`config.mk`:
```
export PLATFORM = sky130hd
export DESIGN_NAME = if_fetch_stage
export DESIGN_NICKNAME = d
export VERILOG_FILES = /design/src/rtl/if_fetch_stage.sv
export SDC_FILE = /design/constraint.sdc
export NUM_CORES = 1
export LEC_CHECK = 0
export BUFFER_PORTS_ARGS = -buffer_cell sky130_fd_sc_hd__buf_2
export CORE_MARGIN = 5
export CORE_UTILIZATION = 40
export DETAILED_ROUTE_END_ITERATION = 6
export GPL_ROUTABILITY_DRIVEN = 0
export PLACE_DENSITY = 0.67
export SLEW_MARGIN = 40
export SYNTH_ARGS = -nofsm -noshare
export SYNTH_HDL_FRONTEND = slang
export SYNTH_SLANG_ARGS = --single-unit
```
`constraint.sdc`:
```
create_clock -name CPU_CLK -period 5.7 [get_ports CPU_CLK]
set_input_delay 0.285 -clock CPU_CLK [delete_from_list [all_inputs] [get_ports CPU_CLK]]
set_output_delay 0.285 -clock CPU_CLK [all_outputs]
set_load 0.02 [all_outputs]
```
`src/rtl/if_fetch_stage.sv`:
```
// if_fetch_stage: IF-stage PC register and instruction-fetch controller.
// Keeps at most one request in flight to a variable-latency instruction memory.
// Delivers each fetched word and its PC into the IF/ID register.
// Handles stall, flush and redirect while a request is outstanding.
// Optional macro FETCH_PERF_CNT_EN adds the FetchCnt/DropCnt performance counters.
module if_fetch_stage #(
  parameter logic [31:0] RESET_PC  = 32'h0000_0000,
  parameter logic [31:0] NOP_INSTR = 32'h0000_0013
) (
  input  logic        CPU_CLK,
  input  logic        CPU_RST,
  input  logic [31:0] PC_In,
  input  logic        Redirect,
  input  logic        StallF,
  input  logic        FlushD,
  output logic [31:0] PCF,
  output logic        ImemReqValid,
  output logic [31:0] ImemReqAddr,
  input  logic        ImemReqReady,
  input  logic        ImemRespValid,
  input  logic [31:0] ImemRespData,
  output logic [31:0] InstrD,
  output logic [31:0] PCD,
  output logic        ValidD,
  output logic        FetchBusy
`ifdef FETCH_PERF_CNT_EN
  ,
  output logic [31:0] FetchCnt,
  output logic [31:0] DropCnt
`endif
);

  typedef enum logic [1:0] {
    S_REQ  = 2'd0,
    S_WAIT = 2'd1,
    S_DROP = 2'd2,
    S_HOLD = 2'd3
  } state_t;

  state_t      state_q, state_d;
  logic [31:0] pcf_q, pcf_d;
  logic [31:0] instr_q, instr_d;
  logic [31:0] pcd_q, pcd_d;
  logic        valid_q, valid_d;
  logic [31:0] hold_instr_q, hold_instr_d;
  logic [31:0] hold_pc_q, hold_pc_d;

  logic        deliver;
  logic [31:0] deliver_instr;
  logic [31:0] deliver_pc;
  logic        drop_resp;

`ifdef FETCH_PERF_CNT_EN
  logic [31:0] fetch_cnt_q, fetch_cnt_d;
  logic [31:0] drop_cnt_q, drop_cnt_d;
`endif

  // Fetch FSM: next state, hold-buffer capture, deliver/discard events and next PC
  always_comb begin
    state_d       = state_q;
    hold_instr_d  = hold_instr_q;
    hold_pc_d     = hold_pc_q;
    deliver       = 1'b0;
    deliver_instr = ImemRespData;
    deliver_pc    = pcf_q;
    drop_resp     = 1'b0;
    unique case (state_q)
      S_REQ: begin
        if (ImemReqReady) begin
          state_d = Redirect ? S_DROP : S_WAIT;
        end
      end
      S_WAIT: begin
        if (ImemRespValid) begin
          if (Redirect) begin
            drop_resp = 1'b1;
            state_d   = S_REQ;
          end else if (StallF) begin
            hold_instr_d = ImemRespData;
            hold_pc_d    = pcf_q;
            state_d      = S_HOLD;
          end else begin
            deliver = 1'b1;
            state_d = S_REQ;
          end
        end else if (Redirect) begin
          state_d = S_DROP;
        end
      end
      S_DROP: begin
        if (ImemRespValid) begin
          drop_resp = 1'b1;
          state_d   = S_REQ;
        end
      end
      S_HOLD: begin
        if (Redirect) begin
          state_d = S_REQ;
        end else if (!StallF) begin
          deliver       = 1'b1;
          deliver_instr = hold_instr_q;
          deliver_pc    = hold_pc_q;
          state_d       = S_REQ;
        end
      end
      default: state_d = S_REQ;
    endcase
    pcf_d = (deliver || Redirect) ? PC_In : pcf_q;
  end

  // IF/ID register update: flush beats stall, stall beats deliver, otherwise bubble
  always_comb begin
    instr_d = instr_q;
    pcd_d   = pcd_q;
    valid_d = valid_q;
    if (FlushD) begin
      valid_d = 1'b0;
      instr_d = NOP_INSTR;
    end else if (StallF) begin
      valid_d = valid_q;
    end else if (deliver) begin
      valid_d = 1'b1;
      instr_d = deliver_instr;
      pcd_d   = deliver_pc;
    end else begin
      valid_d = 1'b0;
      instr_d = NOP_INSTR;
    end
  end

`ifdef FETCH_PERF_CNT_EN
  // Performance counters: delivered instructions and discarded responses
  always_comb begin
    fetch_cnt_d = fetch_cnt_q + {31'd0, deliver};
    drop_cnt_d  = drop_cnt_q + {31'd0, drop_resp};
  end
`endif

  // State registers with asynchronous reset
  always_ff @(posedge CPU_CLK or posedge CPU_RST) begin
    if (CPU_RST) begin
      state_q      <= S_REQ;
      pcf_q        <= RESET_PC;
      instr_q      <= NOP_INSTR;
      pcd_q        <= 32'd0;
      valid_q      <= 1'b0;
      hold_instr_q <= 32'd0;
      hold_pc_q    <= 32'd0;
`ifdef FETCH_PERF_CNT_EN
      fetch_cnt_q  <= 32'd0;
      drop_cnt_q   <= 32'd0;
`endif
    end else begin
      state_q      <= state_d;
      pcf_q        <= pcf_d;
      instr_q      <= instr_d;
      pcd_q        <= pcd_d;
      valid_q      <= valid_d;
      hold_instr_q <= hold_instr_d;
      hold_pc_q    <= hold_pc_d;
`ifdef FETCH_PERF_CNT_EN
      fetch_cnt_q  <= fetch_cnt_d;
      drop_cnt_q   <= drop_cnt_d;
`endif
    end
  end

  assign PCF          = pcf_q;
  assign ImemReqValid = (state_q == S_REQ);
  assign ImemReqAddr  = pcf_q;
  assign InstrD       = instr_q;
  assign PCD          = pcd_q;
  assign ValidD       = valid_q;
  assign FetchBusy    = !deliver;
`ifdef FETCH_PERF_CNT_EN
  assign FetchCnt     = fetch_cnt_q;
  assign DropCnt      = drop_cnt_q;
`endif

endmodule

```
# Word-level counts from Yosys, hierarchy flattened
# Cells that the tools add are included.
op_classes:
  add_sub_neg: 0
  n_mul: 0
  div: 0
  n_lt_le_gt_ge: 0
  n_eq_ne: 8
  shifts: 0
  mux: 24
  n_bitwise: 3
  reduce_logical: 6
ops:
  columns: ["cell", "count"]
  rows:
  - ["32-bit 2-to-1 mux", 7]
  - ["2-bit 2-to-1 mux", 9]
  - ["2-bit one-hot mux with 4 select lines", 1]
  - ["4-bit AND reduction", 2]
  - ["1-bit 2-to-1 mux", 6]
  - ["3-bit != test (second input constant)", 2]
  - ["2-bit == test (second input constant)", 2]
  - ["2-bit by 1-bit != test with 1-bit output (second input constant)", 2]
  - ["1-bit inverter", 3]
  - ["3-bit AND reduction", 1]
  - ["2-bit by 1-bit == test with 1-bit output (second input constant)", 1]
  - ["2-bit zero test", 1]
  - ["2-bit != test (second input constant)", 1]
  - ["1-bit one-hot mux with 2 select lines", 1]
  - ["1-bit zero test", 1]
  - ["1-bit logical OR", 1]
word_totals:
  ff_bits: 163
  latch_bits: 0
  mem_bits_rw: 0
  rom_bits: 0
  input_bits: 71
  output_inout_bits: 131
  elab_cells: 48
  n_memories: 0

# Depth between registers and ports, before layout
# Gate-level depths: netlist of run 1.
depth:
  depth_word: 7
  mapped_depth: 6
  mapped_depth_nobuf: 3

# Worst setup path after synthesis of run 1
# No wires, ideal clock.
synth_path:
  kind: "register to register"
  start: "register state_q[1]"
  end: "register pcf_q[0] (netlist: ImemReqAddr[0])"
  setup_ns: 0.125
  arrival_ns: 1.591
  t_required_ns: 5.575
  setup_slack_ns: 3.984
  stages_incl_launch_ff: 6
  path_buffers: 2
  synth_period_minus_slack_ns: 1.716
  path_cell_list: "dfrtp_1 buf_2 o21ba_2 a21oi_1 buf_2 mux2_2"
synth_between:
  elab_chain_cells: 3
  elab_cells_between_ends: 4
  classes_between: "eq/ne (2); mux (1); reduce/logical (1)"
synth_lines:
  columns: ["element", "line_no", "source"]
  rows:
  - ["start: declaration", "40", "state_t state_q, state_d;"]
  - ["start signal: assignment", "154", "state_q <= state_d;"]
  - ["2-bit == test or 2-bit by 1-bit == test with 1-bit output (tied branches)", "67", "unique case (state_q)"]
  - ["1-bit one-hot mux with 2 select lines *", "67", null]
  - ["1-bit logical OR *", "108", "pcf_d = (deliver || Redirect) ? PC_In : pcf_q;"]
  - ["end signal: assignment", "155", "pcf_q <= pcf_d;"]
  - ["end: declaration", "41", "logic [31:0] pcf_q, pcf_d;"]
# Every way passes the cells marked *; elsewhere a longest branch is shown, timed or not.
# A chain may end at the register's enable or synchronous reset.

# Worst setup path in the final report of run 1
layout_path:
  start: "register state_q[1]"
  end: "register pcd_q[19] (netlist: PCD[19])"
layout_between:
  elab_chain_cells: 3
  elab_cells_between_ends: 5
  classes_between: "eq/ne (2); mux (2); reduce/logical (1)"
layout_lines:
  columns: ["element", "line_no", "source"]
  rows:
  - ["2-bit == test or 2-bit by 1-bit == test with 1-bit output (tied branches)", "67", null]
  - ["1-bit one-hot mux with 2 select lines", "67", null]
  - ["3-bit AND reduction (no line)", null, null]
  - ["end signal: assignment", "157", "pcd_q <= pcd_d;"]
  - ["end: declaration", "43", "logic [31:0] pcd_q, pcd_d;"]
# Several ways; a longest one is shown, not always the timed one.

==> summary.txt, run 1 <==
Detailed routing
  • Routed Antenna Nets: 0
  • Initial drt markers: 120
  • Vias/cell: 4.90
  • WL/cell: between 15 and 20 um
  • DRC errors left: 0
  • Number of iterations in the first detailed-routing pass: 4
  • Vias: 4412
  • Routed WL: around 15000 um

Pwr
  • Internal power: 2.83 mW
  • Switching part of the total: 0.288
  • Clock power frac: 0.299
  • LEAKAGE: 4.44 nW
  • Combinational share of power: 0.278
  • Net Sw Power: 1.14 mW
  • Sequential power share: 0.423
  • Max VDD drop: 0.210 mV
  • Power per cell area: approximately 450 nW/um2
  • Power, Total: 3.97 mW

Yosys
  • Sequential fraction of the synthesis area: 0.572
  • Simple-Gate Fraction of Synth Area: 0.0279
  • Async SR Flop Fraction: 1.00
  • Count leader, synth: dfrtp_1
  • Top cells by count, synth: 160 x dfrtp_1, 131 x mux2_2, 34 x buf_4
  • Syn nets: 569
  • Mux share of post-synthesis cell area: 0.315
  • Largest family of logic cells by synthesized area: multiplexers
  • Top cell type's share of synthesized area: 0.561
  • Cells taking the most area after synthesis: dfrtp_1 56%, mux2_2 21%, mux2_4 5.7%
  • Avg Cell Area, Syn: approximately 14 um2
  • Synth cell types: 24
  • Post-synth top area cell: dfrtp_1
  • Synth Warn #: 0
  • Synth Area in XOR/XNOR: 0
  • Top_reg_cell synth: dfrtp_1
  • Mapped cell area: just over 7000 um2
  • Area fraction in compound gates after synthesis: 0.0291
  • Post-synth EDFFs: 0
  • Adder-cell area share of the yosys netlist: 0
  • Syn Inst Count: 498
  • Seq cells post-synth: between 150 and 200

Placement
  • # port buffers: 201
  • DP HPWL: 10700 um

Min path
  • Hold WC Path Type: in -> reg

Timing
  • Tightest Pin Transition: 0.754 ns
  • Worst slew margin: 0.498
  • Endpoints failing setup: 0
  • Hold Vio Cnt, Final: 0
  • Max Freq: ~400 MHz
  • Final Max Slew Viols: 0
  • Fin Hold WS: 0.103 ns
  • Tcrit/Tclk final: 0.438
  • Setup_tns: 0 ns
  • Worst clock skew: 0.00647 ns
  • RSZ-0062 raised after global routing: no
  • Period minus WS final: 2.50 ns

CTS
  • Clock buffer depth: 2
  • Clock Pin Slew Worst Setup and Hold Paths: about 0.060 ns
  • CTS Buf Count: 17
  • Setup Buffers After CTS: 0
  • Clock root buffer: clkbuf_16
  • CTS sink cnt: between 150 and 200
  • Resized cells post-CTS: 0
  • Latest clock arrival within the worst-skew pair: 0.41 ns
  • Number of H-tree levels: 4
  • CTS tree: yes
  • Hold Buf Count CTS: 0

GRT
  • Gr usage total: 0.151
  • Initial antenna violation count: 0
  • First-pass GRT wire length: 24800 um
  • Largest net degree at the start of global routing: between 100 and 150
  • Number of global-route vias before repair: 4863
  • Overflow after GRT: 0

Critical path
  • Setup CP Type: reg -> reg
  • CP arrival: 2.79 ns
  • Startpoint types: flop
  • Crit-path max FO: 70
  • CP required: 5.99 ns
  • CP Capture Type: flop

Floorplan
  • I/O pin count: 202
  • Starting Density: 0.410
  • Die H: about 140 um
  • Core area: 17400 um2
  • Die area: 20600 um2
  • Die extent in x: 144 um
  • Row count: 48

Cells and area
  • ANT cells: 0
  • Share of cells above drive strength 1: 0.596
  • Area Growth Syn to Fin: 23.1%
  • Nets: 738
  • FILL cells: about 1500
  • Register Area: 4090 um2
  • Multi-input gate area: 2670 um2

Outcome
  • Status: finished, final reports clean

Run
  • MaxCap Viol Count: 0
worst max-delay path, stage by stage, from the launching register on:
cell and delay, ns:
dfrtp_4 0.41, buf_6 0.60, o21bai_1 0.16, or3_4 0.60, buf_12 0.27, mux2_4 0.32
per-layer routing:
metal	global-route usage	wire length (um)	share of wire	vias to the layer above
met3	0.0409	977	0.064	14
met2	0.254	7470	0.49	137
met4	0.0426	196	0.013	0
li1	-	-	-	2051
met1	0.193	6510	0.43	2210
met5	0	0	0	-
through the flow:
step	std cells	area (um2)	setup slack, ns	util
2_1_floorplan	498	7140	1.01	-
3_3_place_gp	868	8080	3.06	0.464
3_5_place_dp	872	8160	3.19	0.468
4_1_cts	900	8770	3.19	0.504
5_1_grt	901	8780	3.10	0.504
6_report	901	8780	3.20	0.504
cells by family (layout without fill, tap and decap cells):
kind of cell	count (synthesis)	after routing
flip-flops	163	163
AND/OR/NAND/NOR	43	43
AO/OA/AOI/OAI	37	37
multiplexers	194	194
buffers and inverters	61	239
state kept, by name (all words and copies together) (netlist names):
register	cells
InstrD	32
ImemReqAddr	32
state_q	2
hold_pc_q	32
ValidD	1
PCD	32
hold_instr_q	32
path summary, 6_finish.rpt:
check	slack [ns]	depth (start not counted)	start	endpoint
max reg2reg	3.20	5	state_q[1]	PCD[19]
min in group asynchronous	0.51	3	CPU_RST	hold_instr_q[29]
min	0.10	2	PC_In[14]	ImemReqAddr[14]
max	3.20	5	state_q[1]	PCD[19]
min reg2reg	0.48	2	InstrD[5]	InstrD[5]
max in group asynchronous	4.08	4	CPU_RST	PCD[5]
final cells by class:
| class | count | area share |
|---|---|---|
| Sequential cell | 163 | 0.465 |
| Multi-Input combinational cell | 274 | 0.304 |
| Timing Repair Buffer | 209 | 0.127 |
| Clock buffer | 23 | 0.0555 |
| Tap cell | 225 | 0.0320 |
| Clock inverter | 5 | 0.0142 |
| Inverter | 2 | 0.00171 |
placed cells by master (no fill, tap or decap), drive strengths merged, types with 4 or more instances in the layout:
cell    Yosys  final
buf        50    208
mux2      163    163
dfrtp     160    160
nand2      32     32
mux2i      31     31
o21ai      29     29
clkbuf      9     23
bufinv      0      4
power by group through the flow:
stage,registers (mW),logic (mW),clock network [mW]
6_report,1.68,1.10,1.19
3_3_place_gp,1.68,1.08,0
4_1_cts,1.68,1.12,1.22
2_1_floorplan,1.81,0.689,0
5_1_grt,1.72,1.19,1.27
3_5_place_dp,1.70,1.12,0
Power figures use the tool's default switching activity.
==> inputs of run 2 (changes only) <==
Settings changed: PLACE_DENSITY 0.67 to 0.69.
Clock period 5.7 ns to 2.19 ns, I/O delays scaled along.
==> run 2 against run 1 <==
Non-clock buffer count is 67 higher. Largest cell class unchanged. Clock power is 140% higher. Critical path type unchanged. Combinational power grew to 2.7 times the previous value. Core utilization is 3.7 points higher.
==> summary.txt, run 2 (synthesis results as in run 1) <==
Outcome
  • Status: finished, final reports clean

Detailed routing
  • Vias/cell: 4.91 (+0.24%)
  • Number of iterations in the first detailed-routing pass: 4 (unchanged)
  • Routed WL: 16200 um (+6.9%)
  • WL/cell: 16.7 um (-0.91%)
  • Initial drt markers: 164 (+37%)
  • DRC errors left: 0 (unchanged)
  • Routed Antenna Nets: 0 (unchanged)
  • Vias: 4771 (+8.1%)

Floorplan
  • Core area: 17400 um2 (unchanged)
  • I/O pin count: 202 (unchanged)
  • Die area: 20600 um2 (unchanged)
  • Die H: 144 um (unchanged)
  • Row count: 48 (unchanged)
  • Die extent in x: 144 um (unchanged)
  • Starting Density: 0.410 (unchanged)

CTS
  • CTS sink cnt: 163 (unchanged)
  • Clock root buffer: clkbuf_16
  • Resized cells post-CTS: 0 (unchanged)
  • Number of H-tree levels: 4 (unchanged)
  • Clock buffer depth: 2 (unchanged)
  • CTS Buf Count: 17 (unchanged)
  • CTS tree: yes
  • Clock Pin Slew Worst Setup and Hold Paths: 0.06 ns (about the same)
  • Latest clock arrival within the worst-skew pair: 0.42 ns (about the same)

GRT
  • Initial antenna violation count: 0 (unchanged)
  • Gr usage total: 0.160 (+0.00867)
  • First-pass GRT wire length: 26000 um (+5.2%)
  • Number of global-route vias before repair: 5140 (+5.7%)
  • Overflow after GRT: 0 (unchanged)
  • Largest net degree at the start of global routing: 88 (-13%)

Timing
  • Endpoints failing setup: 0 (unchanged)
  • Tightest Pin Transition: 0.571 ns (-0.182 ns)
  • Worst clock skew: 0.00790 ns (+0.00143 ns)
  • Hold Vio Cnt, Final: 0 (unchanged)
  • Period minus WS final: 1.81 ns (-0.691 ns)
  • Worst slew margin: 0.617 (+0.120)
  • Final Max Slew Viols: 0 (unchanged)
  • RSZ-0062 raised after global routing: no
  • Max Freq: 553 MHz (+38%)
  • Setup_tns: 0 ns (unchanged)
  • Fin Hold WS: 0.0895 ns (-0.0140 ns)
  • Tcrit/Tclk final: 0.825 (+0.387)

Critical path
  • Worst-case reg-to-reg path depth: 4 (-1)
  • CP Capture Type: flop
  • Reg-to-reg critical path startpoint: state_q[1]
  • Setup CP Type: reg -> reg
  • CP required: 2.49 ns (-3.50 ns)
  • Startpoint types: flop
  • CP Capture Point: PCD[31]
  • Crit Reg-Reg Endpoint: PCD[31]
  • FF-to-FF setup slack: 0.38 ns (-2.82 ns)
  • Slowest cell on crit path: dfrtp_4
  • CP arrival: 2.11 ns (-0.68 ns)
  • Worst-path cell chain: o21bai_1 > or3_4 > buf_4 > mux2_2
  • Critical Path Start: state_q[1]
  • Crit-path max FO: 27 (-61%)
  • Max stage delay on crit path: 0.60 ns (about the same)

Cells and area
  • Area Growth Syn to Fin: 32.1%
  • Nets: 805 (+9.1%)
  • Share of cells above drive strength 1: 0.550 (-0.0460)
  • Most common cell after layout, fill and taps aside: buf_2
  • ANT cells: 0 (unchanged)
  • Final instance area: 9430 um2 (+7.4%)
  • Multi-input gate area: 2670 um2 (-0.19%)
  • FILL cells: 1453 (-4.2%)
  • Register Area: 4090 um2 (unchanged)
  • Post-route core utilization: 0.542 (+0.0372)
  • Most frequent cells in the layout: 201 x buf_2, 159 x dfrtp_1, 131 x mux2_2

Pwr
  • LEAKAGE: 4.70 nW (+5.9%)
  • Power per cell area: 1090 nW/um2 (+140%)
  • Max VDD drop: 0.522 mV (+150%)
  • Power, Total: 10.2 mW (+160%)

Run
  • MaxCap Viol Count: 0 (unchanged)

Min path
  • Hold WC Path Type: in -> reg

Placement
  • Placed cell area: 8200 um2 (+0.46%)
  • DP HPWL: 10800 um (+0.60%)
  • # port buffers: 201 (unchanged)
-- run 2: cell types whose count changed in the layout (fill, tap and decap cells not counted), sizes merged --
| cell | delta |
|---|---|
| dlygate4sd3 | +65 |
| clkbuf | -4 |
| inv | +3 |
| buf | +2 |
| clkinvlp | +3 |
| clkinv | +5 |
| bufinv | -3 |
-- run 2: layout make-up --
class | instances | area share
Clock buffer | 19 | 0.0480
Clock inverter | 13 | 0.0131
Inverter | 2 | 0.00119
Sequential cell | 163 | 0.433
Tap cell | 225 | 0.0298
Multi-Input combinational cell | 274 | 0.283
Timing Repair Buffer | 276 | 0.192
-- run 2: per-layer routing --
layer,global-route usage,wire [um],up-vias
met4,0.0491,215,0
li1,-,-,2200
met2,0.280,8220,132
met5,0,0,-
met1,0.194,6900,2421
met3,0.0403,868,18
-- run 2: worst min-delay path by stage --
stage / startpoint / cells after the start / endpoint / slack, ns
2_1_floorplan: Redirect / 1 / state_q[0] / 0.18
3_3_place_gp: CPU_RST / 3 / InstrD[27] / 0.28
3_5_place_dp: CPU_RST / 3 / InstrD[27] / 0.29
4_1_cts: ImemRespValid / 4 / state_q[1] / 0.07
5_1_grt: ImemRespValid / 4 / state_q[1] / 0.09
6_report: ImemRespValid / 4 / state_q[1] / 0.09
-- run 2: through the flow --
stage,instances,setup WS [ns]
detailed placement,874,0.380
finish,972,0.382
global placement,874,0.414
floorplan,498,0.0121
global route,972,0.286
CTS,972,0.369
-- run 2: critical path: cells and delay by family (launching register included) --
kind	cells	cell delay [ns]
AO/OA/AOI/OAI	1	0.21
buffers and inverters	1	0.33
flip-flops	1	0.60
multiplexers	1	0.38
AND/OR/NAND/NOR	1	0.17
-- run 2: what timing repair did --
item                                    in CTS  in global routing
setup buffers                                0                  0
hold buffers                                66                  0
endpoints found under the setup margin       0                  0
endpoints found under the hold margin      241                  0
-- run 2: report_power, final --
group	switching, mW	leakage [nW]	total, mW	internal, mW
Clock	1.25	0.282	2.89	1.64
Combinational	1.39	2.32	2.95	1.57
Sequential	0.541	2.09	4.41	3.86
Total	3.17	4.70	10.2	7.08
==> inputs of run 3 (changes only) <==
Settings changed: ABC_AREA set to 1.
Clock period 2.19 ns to 1.5 ns, I/O delays scaled along.
==> run 3 against run 2 <==
Total power up 50%. Flip-flop and latch count unchanged. Wire length rose by 37%. Final cell count increased by 52%. Worst hold slack improved by 0.0013 ns. Combinational power rose by 51%. Synthesized cell count up 93%. Via count is 46% higher. Sequential power up 47%. Global-route usage up 3.5 points. Core utilization increased by 0.51 points. Critical path type unchanged. Highest routed layer is now met5.
==> summary.txt, run 3 <==
Cells and area
  • Most common cell after layout, fill and taps aside: nand2_1
  • Most frequent cells in the layout: 445 x nand2_1, 200 x buf_2, 158 x dfrtp_1
  • Area Growth Syn to Fin: 33.3%
  • Share of cells above drive strength 1: 0.276 (-0.274)
  • Nets: 1272 (+58%)
  • FILL cells: 1761 (+21%)
  • Post-route core utilization: 0.547 (+0.00512)

Yosys
  • Top cell type's share of synthesized area: 0.518 (-0.0424)
  • Largest family of logic cells by synthesized area: simple AND/OR/NAND/NOR gates
  • Syn Inst Count: 961 (+93%)
  • Synth Area in XOR/XNOR: 0 (unchanged)
  • Cells taking the most area after synthesis: dfrtp_1 52%, nand2_1 22%, o21ai_0 5.6%
  • Simple-Gate Fraction of Synth Area: 0.285 (+0.257)
  • Count leader, synth: nand2_1
  • Post-synth EDFFs: 0 (unchanged)
  • Post-synth top area cell: dfrtp_1
  • Area fraction in compound gates after synthesis: 0.0925 (+0.0634)
  • Mux share of post-synthesis cell area: 0 (-0.315)
  • Mapped cell area: 7720 um2 (+8.2%)
  • Avg Cell Area, Syn: 8.04 um2 (-44%)
  • Top cells by count, synth: 446 x nand2_1, 160 x dfrtp_1, 86 x o21ai_0
  • Sequential fraction of the synthesis area: 0.529 (-0.0433)
  • Top_reg_cell synth: dfrtp_1
  • Syn nets: 1032 (+81%)
  • Synth Warn #: 0 (unchanged)
  • Async SR Flop Fraction: 1.00 (unchanged)
  • Synth cell types: 26 (+8.3%)
  • Seq cells post-synth: 163 (unchanged)
  • Adder-cell area share of the yosys netlist: 0 (unchanged)

CTS
  • CTS Buf Count: 17 (unchanged)
  • Clock root buffer: clkbuf_16
  • Clock Pin Slew Worst Setup and Hold Paths: 0.06 ns (about the same)
  • CTS sink cnt: 163 (unchanged)
  • Clock buffer depth: 2 (unchanged)
  • Latest clock arrival within the worst-skew pair: 0.43 ns (about the same)
  • Number of H-tree levels: 4 (unchanged)
  • CTS tree: yes

Pwr
  • Clock power frac: 0.289 (+0.007)
  • Power per cell area: 1490 nW/um2 (+37%)
  • Sequential power share: 0.422 (-0.008)
  • Net Sw Power: 5.33 mW (+68%)
  • Max VDD drop: 0.945 mV (+81%)
  • Switching part of the total: 0.347 (+0.0374)
  • LEAKAGE: 5.61 nW (+19%)
  • Internal power: 10.0 mW (+42%)
  • Combinational share of power: 0.289 (about the same)
  • Power, Total: 15.4 mW (+50%)

Floorplan
  • Die area: 22200 um2 (+7.6%)
  • Starting Density: 0.410 (about the same)
  • Die H: 149 um (+3.7%)
  • I/O pin count: 202 (unchanged)
  • Die extent in x: 149 um (+3.7%)
  • Row count: 50 (+4.2%)
  • Core area: 18800 um2 (+8.1%)

Critical path
  • CP arrival: 1.78 ns (-0.33 ns)
  • FF-to-FF setup slack: 0.06 ns (-0.32 ns)
  • Setup CP Type: reg -> reg
  • Crit-path max FO: 13 (-52%)
  • CP required: 1.84 ns (-0.65 ns)
  • Startpoint types: flop
  • CP Capture Type: flop

Timing
  • Tightest Pin Transition: 0.480 ns (-0.0917 ns)
  • Worst clock skew: 0.00806 ns (+0.000166 ns)
  • RSZ-0062 raised after global routing: yes
  • Max Freq: 697 MHz (+26%)
  • Endpoints failing setup: 0 (unchanged)
  • Worst slew margin: 0.680 (+0.0629)
  • Hold Vio Cnt, Final: 0 (unchanged)
  • Final Max Slew Viols: 0 (unchanged)
  • Period minus WS final: 1.44 ns (-0.372 ns)
  • Tcrit/Tclk final: 0.957 (+0.131)

GRT
  • First-pass GRT wire length: 34700 um (+33%)
  • Gr usage total: 0.195 (+0.0349)
  • Number of global-route vias before repair: 6667 (+30%)
  • Overflow after GRT: 0 (unchanged)
  • Initial antenna violation count: 3 (+3)
  • Largest net degree at the start of global routing: 68 (-23%)

Detailed routing
  • Metal2 WL: 10900 um (+33%)
  • Met1 wire length: 9590 um (+39%)
  • Vias: 6982 (+46%)
  • Routed wl met3: 1260 um (+45%)
  • Routed WL: 22200 um (+37%)
  • DRC errors left: 0 (unchanged)
  • Max layer used: met5
  • Routed Antenna Nets: 0 (unchanged)
  • Vias/cell: 4.73 (-3.7%)
  • Initial drt markers: 445 (+170%)
  • Number of iterations in the first detailed-routing pass: 5 (+1)
  • WL/cell: 15.0 um (-9.9%)

Placement
  • DP HPWL: 13700 um (+28%)
  • # port buffers: 201 (unchanged)

Min path
  • Hold WC Path Type: in -> reg

Run
  • MaxCap Viol Count: 0 (unchanged)

Outcome
  • Status: finished, final reports clean
==> run 3: cell types whose count changed after synthesis, moves of 20 or more <==
cell / previous run / this run
nand2_2: 0 / 22
nand3_1: 0 / 32
nor2_1: 3 / 40
mux2_2: 131 / 0
mux2i_1: 31 / 0
a21oi_1: 2 / 22
mux2_4: 27 / 0
o21ai_0: 29 / 86
inv_1: 2 / 30
nand2_1: 32 / 446
==> run 3: cell type report <==
type,count,area (um2),share of cell area
Antenna cell,3,7.51,0.000729
Clock buffer,26,519,0.0504
Clock inverter,6,91.3,0.00887
Inverter,33,128,0.0124
Multi-Input combinational cell,676,2940,0.286
Sequential cell,163,4090,0.397
Tap cell,260,325,0.0316
Timing Repair Buffer,310,2200,0.214
==> run 3: path summary, 6_finish.rpt <==
| path | start | cells after the start | end |
|---|---|---|---|
| worst max-delay path | state_q[1] | 8 | hold_instr_q[26] |
| worst min-delay path | ImemReqReady | 5 | state_q[0] |
| worst max register to register | state_q[1] | 8 | hold_instr_q[26] |
| worst min register to register | InstrD[5] | 2 | InstrD[5] |
| max in group asynchronous | CPU_RST | 4 | ImemReqAddr[29] |
| min in group asynchronous | CPU_RST | 3 | hold_instr_q[29] |
==> run 3: through the flow <==
stage | hold WS, ns | worst slack (ns) | setup TNS, ns | cell area (um2) | cells
2_1_floorplan | 0.185 | -0.643 | -103.35 | 7730 | 961
3_3_place_gp | 0.0392 | 0.137 | 0 | 8780 | 1360
3_5_place_dp | 0.0408 | 0.0812 | 0 | 8780 | 1360
4_1_cts | 0.0651 | 0.0239 | 0 | 10100 | 1463
5_1_grt | 0.105 | -0.0488 | -0.148 | 10300 | 1475
6_report | 0.0908 | 0.0647 | 0 | 10300 | 1477
==> run 3: routing by layer <==
metal | GRT usage | vias to the layer above
li1 | - | 3460
met1 | 0.250 | 3278
met2 | 0.325 | 212
met3 | 0.0498 | 30
met4 | 0.0590 | 2
met5 | 0 | -
==> run 3: timing repair <==
item / 4_1_cts / 5_1_grt
buffers inserted: 6 / 7
pin swaps: 1 / 4
setup endpoints to repair: 2 / 51
gates resized for setup: 8 / 7
endpoints found under the hold margin: 235 / 0
hold buffers: 65 / 0
cloned: 0 / 4
==> run 3: power by group through the flow <==
stage / Sequential, mW / Combinational [mW] / Clock [mW]
after CTS: 6.48 / 4.38 / 4.54
after detailed placement: 6.56 / 4.11 / 0
final: 6.49 / 4.44 / 4.45
after floorplan: 6.99 / 2.32 / 0
after global routing: 6.65 / 4.93 / 4.77
after global placement: 6.54 / 4.02 / 0
==> run 3: critical path, stage by stage (launching register included) <==
cell,delay [ns]
dfrtp_2,0.44
buf_4,0.15
inv_2,0.05
nand2_2,0.07
nor2_4,0.14
buf_4,0.17
buf_12,0.14
nor2_1,0.06
a21oi_1,0.13
==> run 3: kinds of logic after synthesis <==
family | count (synthesis)
AND/OR/NAND/NOR | 548
flip-flops | 163
AO/OA/AOI/OAI | 128
buffers and inverters | 122
